## src/rtl/max7219_daisy_tx.sv

```systemverilog
// Serial transmitter for a daisy chain of MAX7219 devices.
// Latches one 16-bit frame per device, shifts all bits MSB-first on din with a
// generated serial clock, then strobes load so each device latches its frame.
// Ports:
//   clk, rst_n        system clock, asynchronous active-low reset
//   i_start           transfer request (accepted only when idle)
//   i_frame           i_frame[16*k +: 16] = {addr, data} for device k
//   o_max7219_clk     serial clock, idles low
//   o_max7219_din     serial data
//   o_max7219_load    latch strobe, idles low
//   o_busy            transfer in progress
//   o_done            one-cycle pulse after a completed transfer
module max7219_daisy_tx #(
  parameter int unsigned G_NB_MATRIX   = 8,
  parameter int unsigned G_CLK_DIV     = 4,
  parameter int unsigned G_LOAD_CYCLES = 2
) (
  input  logic                        clk,
  input  logic                        rst_n,
  input  logic                        i_start,
  input  logic [16*G_NB_MATRIX-1:0]   i_frame,
  output logic                        o_max7219_clk,
  output logic                        o_max7219_din,
  output logic                        o_max7219_load,
  output logic                        o_busy,
  output logic                        o_done
);

  localparam int unsigned NB_BITS = 16 * G_NB_MATRIX;
  localparam int unsigned DIV_MAX = (G_CLK_DIV > G_LOAD_CYCLES) ? G_CLK_DIV : G_LOAD_CYCLES;
  localparam int unsigned DIV_W   = $clog2(DIV_MAX) + 1;
  localparam int unsigned BIT_W   = $clog2(NB_BITS) + 1;

  localparam logic [DIV_W-1:0] CLK_LAST  = DIV_W'(G_CLK_DIV - 1);
  localparam logic [DIV_W-1:0] LOAD_LAST = DIV_W'(G_LOAD_CYCLES - 1);
  localparam logic [BIT_W-1:0] BIT_LAST  = BIT_W'(NB_BITS - 1);

  typedef enum logic [2:0] {
    S_IDLE,
    S_BIT_LOW,
    S_BIT_HIGH,
    S_LOAD_SETUP,
    S_LOAD_HIGH
  } state_e;

  state_e             state_q, state_d;
  logic [DIV_W-1:0]   div_q, div_d;
  logic [BIT_W-1:0]   bit_q, bit_d;
  logic [NB_BITS-1:0] sh_q, sh_d;
  logic               mclk_q, mclk_d;
  logic               din_q, din_d;
  logic               load_q, load_d;
  logic               busy_q, busy_d;
  logic               done_q, done_d;

  // Next-state, counters and shift register; outputs are derived from the
  // next state so the registered outputs line up with the state register.
  always_comb begin
    state_d = state_q;
    div_d   = div_q;
    bit_d   = bit_q;
    sh_d    = sh_q;
    done_d  = 1'b0;

    unique case (state_q)
      S_IDLE: begin
        if (i_start) begin
          sh_d    = i_frame;
          bit_d   = '0;
          div_d   = '0;
          state_d = S_BIT_LOW;
        end
      end
      S_BIT_LOW: begin
        if (div_q == CLK_LAST) begin
          div_d   = '0;
          state_d = S_BIT_HIGH;
        end else begin
          div_d = div_q + DIV_W'(1);
        end
      end
      S_BIT_HIGH: begin
        if (div_q == CLK_LAST) begin
          div_d   = '0;
          bit_d   = bit_q + BIT_W'(1);
          sh_d    = {sh_q[NB_BITS-2:0], 1'b0};
          state_d = (bit_q == BIT_LAST) ? S_LOAD_SETUP : S_BIT_LOW;
        end else begin
          div_d = div_q + DIV_W'(1);
        end
      end
      S_LOAD_SETUP: begin
        if (div_q == CLK_LAST) begin
          div_d   = '0;
          state_d = S_LOAD_HIGH;
        end else begin
          div_d = div_q + DIV_W'(1);
        end
      end
      S_LOAD_HIGH: begin
        if (div_q == LOAD_LAST) begin
          div_d   = '0;
          done_d  = 1'b1;
          state_d = S_IDLE;
        end else begin
          div_d = div_q + DIV_W'(1);
        end
      end
      default: begin
        div_d   = '0;
        state_d = S_IDLE;
      end
    endcase

    mclk_d = (state_d == S_BIT_HIGH);
    load_d = (state_d == S_LOAD_HIGH);
    busy_d = (state_d != S_IDLE);
    // din only tracks the shift register while bits are on the wire;
    // it moves exactly when BIT_LOW is entered.
    din_d  = ((state_d == S_BIT_LOW) || (state_d == S_BIT_HIGH)) ? sh_d[NB_BITS-1] : 1'b0;
  end

  // State, counters and registered outputs.
  always_ff @(posedge clk or negedge rst_n) begin
    if (!rst_n) begin
      state_q <= S_IDLE;
      div_q   <= '0;
      bit_q   <= '0;
      sh_q    <= '0;
      mclk_q  <= 1'b0;
      din_q   <= 1'b0;
      load_q  <= 1'b0;
      busy_q  <= 1'b0;
      done_q  <= 1'b0;
    end else begin
      state_q <= state_d;
      div_q   <= div_d;
      bit_q   <= bit_d;
      sh_q    <= sh_d;
      mclk_q  <= mclk_d;
      din_q   <= din_d;
      load_q  <= load_d;
      busy_q  <= busy_d;
      done_q  <= done_d;
    end
  end

  assign o_max7219_clk  = mclk_q;
  assign o_max7219_din  = din_q;
  assign o_max7219_load = load_q;
  assign o_busy         = busy_q;
  assign o_done         = done_q;

endmodule

```

## config.mk

```make
export PLATFORM = sky130hd
export DESIGN_NAME = max7219_daisy_tx
export DESIGN_NICKNAME = d
export VERILOG_FILES = /design/src/rtl/max7219_daisy_tx.sv
export SDC_FILE = /design/constraint.sdc
export NUM_CORES = 1
export LEC_CHECK = 0
export CORE_MARGIN = 2
export CORE_UTILIZATION = 51
export CTS_CLUSTER_SIZE = 16
export DETAILED_ROUTE_END_ITERATION = 16
export GPL_TIMING_DRIVEN = 1
export HOLD_SLACK_MARGIN = 0.1
export PLACE_DENSITY = 0.8
export SETUP_SLACK_MARGIN = 0.02
export SKIP_LAST_GASP = 1
export SYNTH_ARGS = -nofsm -noshare
export SYNTH_HDL_FRONTEND = slang
export SYNTH_SLANG_ARGS = --single-unit
export TNS_END_PERCENT = 10
```

## constraint.sdc

```tcl
create_clock -name clk -period 2.48 [get_ports clk]
set_input_delay 0.744 -clock clk [delete_from_list [all_inputs] [get_ports clk]]
set_output_delay 0.744 -clock clk [all_outputs]
set_load 0.05 [all_outputs]
```

==> results_dict.tcl <==
set metrics [dict create \
    status "completed" \
    core_area_um2 12100 \
    regToRegStartpoint "div_q[0]$_DFFE_PN0P_" \
    io_pins 136 \
    h-tree-depth 4 \
    die_area_um2 13400 \
    clock_latency_ps 410 \
    cts_tree "yes" \
    layout_min_cycle_time_ps 2290 \
    root_buffer "clkbuf_16" \
    clockBufferDepth 2 \
    synth_cells 656 \
    met3_length_um 880 \
    p_leak_nw 4.09 \
    cap_violations 0 \
    routed_wl_mm 15.0 \
    p_seq_share_pct 48.1 \
    hp-class "primary input to async pin" \
    drt_iter0_drc 479 \
    worstSetupPathType "flop to primary output" \
    dr.max_layer_used "met4" \
    final-hold-violation-count 0 \
    worstReg2RegEnd "bit_q[4]$_DFFE_PN0P_" \
    p_int_mw 4.24 \
    dieHeight_um 116 \
    syn_area_um2 6360 \
    grt_max_degree 89 \
    placed_cells 925 \
    synth_warnings 0 \
    p_sw_mw 1.12 \
    fin_ws_ps 194 \
    design_area_um2 8450 \
    crit_chain "clkdlybuf4s50_1" \
    path_buf_inv 1 \
    drt-met1-wl_mm 6.27 \
    crit_required_ps 1740 \
    comb_power_share_pct 7.4 \
    numPortBuffers 135 \
    fillCellCount 937 \
    cts.sinks 147 \
    synth_seq_area_share_pct 57.8 \
    synth_flop_cell "dfrtp_1" \
    cts_setup_buffers 0 \
    yosysUniqueCellTypes 39 \
    tns_ps 0 \
    critPathMaxStageDelay_ps 800 \
    grt_overflow 0 \
    clkSlewWorstSetupHoldPaths_ps 60 \
    hpwl_mm 9.87 \
    num_rows 40 \
    wl_per_cell_um 15.7 \
    worst_path_max_delay_cell "clkdlybuf4s50_1" \
    nNetsFinal 914 \
    syn_nets 794 \
    drt_pre_antenna_iters 6 \
    drc 0 \
    rsz0062_at_grt "false" \
    pwr_density_cell_nw_per_um2 635 \
    pre_cts_slack_ps -0.510 \
    grt_pass1_vias 5166 \
    die-width_um 116 \
    period_share_pct 92.2 \
    finalNonFillerCells 956 \
    crit_arrival_ps 1540 \
    drive_above_1_share_pct 5.71 \
    gp_congestion 0.800 \
    finalSetupViolCount 0 \
    grt_pass1_wl_mm 24.6 \
    switching_share_pct 20.9 \
    ys_seq_elements 147 \
    vias 5274 \
    slew_viol_final 0 \
    area_growth_pct 32.7 \
    cp-end-kind "primary output" \
    synth-edff-count 0 \
    cts_buffers 17 \
    r2r_cells 7 \
    clock.fmax_ghz 0.437 \
    tightest_slew_ps 496 \
    vias_per_cell 5.52 \
    regToRegSetupSlack_ps 390 \
    met2_length_mm 7.56 \
    startpoint_type "flop" \
    critPathMaxFanout 1 \
    avgSynthCellArea_um2 9.70 \
    cts-hold-fix-buffers 0 \
    relSlewSlack_pct 66.8 \
    antenna_left 0 \
    grt_use_total_pct 23.6 \
    synthArstFlopShare_pct 100 \
    critPathTopFamily "buffers and inverters" \
    cts_resized 0 \
    antenna_found_initial 0 \
    skew_ps 6.69 \
    placed_cell_area_um2 7900 \
    initial_core_util_pct 52.6 \
    ir_worst_vdd_mv 0.405 \
    p_clk_share_pct 44.6 \
    antenna_cells 0 \
]
## power by group through the flow
stage | Combinational, mW | Sequential [mW] | Clock, mW
floorplan | 0.104 | 2.60 | 0
global placement | 0.388 | 2.61 | 0
detailed placement | 0.400 | 2.61 | 0
CTS | 0.403 | 2.58 | 2.43
global route | 0.438 | 2.59 | 2.56
finish | 0.395 | 2.58 | 2.39
## state kept, by name, summed over array words and instances (netlist names)
register	count
sh_q	128
bit_q	8
div_q	3
state_q	3
o_busy	1
o_done	1
o_max7219_clk	1
o_max7219_din	1
o_max7219_load	1
## synthesized netlist by cell type, types with 2 or more instances
master | number | area share (%)
o21ai_0 | 4 | 0.31
ha_1 | 7 | 1.4
clkbuf_1 | 8 | 0.47
nand3_1 | 5 | 0.39
nor2b_1 | 3 | 0.29
nand4_1 | 2 | 0.20
a31oi_1 | 2 | 0.20
xor2_1 | 4 | 0.55
a22oi_1 | 125 | 15
dfrtp_1 | 147 | 58
buf_1 | 7 | 0.41
and2_1 | 2 | 0.20
buf_4 | 2 | 0.24
a21oi_1 | 5 | 0.39
or3_1 | 4 | 0.39
nor2_1 | 9 | 0.53
nor3_1 | 3 | 0.24
nand2_1 | 261 | 15
nand2b_1 | 2 | 0.20
inv_1 | 6 | 0.35
buf_2 | 29 | 2.3
o22ai_1 | 2 | 0.20
## worst max path at each step
stage | start | to | slack, ps | cells after the start
after CTS | o_max7219_din$_DFF_PN0_ | o_max7219_din | 160 | 1
after floorplan | div_q[0]$_DFFE_PN0P_ | sh_q[46]$_DFFE_PN0P_ | 610 | 9
final | o_max7219_din$_DFF_PN0_ | o_max7219_din | 190 | 1
after global routing | o_max7219_din$_DFF_PN0_ | o_max7219_din | 150 | 1
after detailed placement | i_start | bit_q[5]$_DFFE_PN0P_ | -0.5 | 7
after global placement | i_start | bit_q[5]$_DFFE_PN0P_ | 70 | 7
## cells by family after synthesis
| family | Yosys count | synth area share [%] |
|---|---|---|
| adder cells (fa/ha/maj) | 7 | 1.38 |
| flip-flops | 147 | 57.8 |
| XOR/XNOR | 5 | 0.688 |
| AND/OR/NAND/NOR | 298 | 18.9 |
| AO/OA/AOI/OAI | 147 | 17.5 |
| buffers and inverters | 52 | 3.75 |
## worst reg2reg max path, delay by kind of cell (launching register included)
| kind | cells | cell delay, ps |
|---|---|---|
| xor+xnor | 1 | 150 |
| buf+inv | 1 | 280 |
| simple gates | 3 | 570 |
| flops | 1 | 420 |
| fa+ha+maj | 2 | 550 |
## cells in the final DEF, fill, tap and decap left out, types with 3 or more instances in the layout
cell	Yosys	routed
nor2_1	9	9
a21oi_1	5	5
a22oi_1	125	125
xor2_1	4	4
inv_1	6	6
nand3_1	5	5
or3_1	4	4
clkbuf_16	0	17
dfrtp_1	147	147
buf_12	0	7
buf_4	2	5
nand2_1	261	261
clkdlybuf4s50_1	0	134
clkbuf_1	8	6
nor2b_1	3	3
clkbuf_8	0	4
o21ai_0	4	4
ha_1	7	7
## layer usage
| metal | GRT usage [%] | vias up |
|---|---|---|
| li1 | - | 2495 |
| met3 | 6.38 | 21 |
| met4 | 8.97 | 0 |
| met1 | 30.7 | 2609 |
| met2 | 38.3 | 149 |
| met5 | 0 | - |
## cell type report
cell class              count  area [um2]  area share [%]
flip-flops and latches    147        3680            43.5
multi-input cells         457        2450            29.1
repair buffers            147        1530            18.1
clock buffers              27         503            5.95
well taps                 168         210            2.49
clock inverters             4        47.5           0.563
inverters                   6        22.5           0.267
## stage by stage
step,hold slack [ps],total power [mW],utilization [%]
3_5_place_dp,464,3.01,65.2
5_1_grt,315,5.59,69.7
4_1_cts,309,5.41,69.7
2_1_floorplan,446,2.70,-
6_report,295,5.36,69.7
3_3_place_gp,458,3.00,65.2
Power figures use the tool's default switching activity.
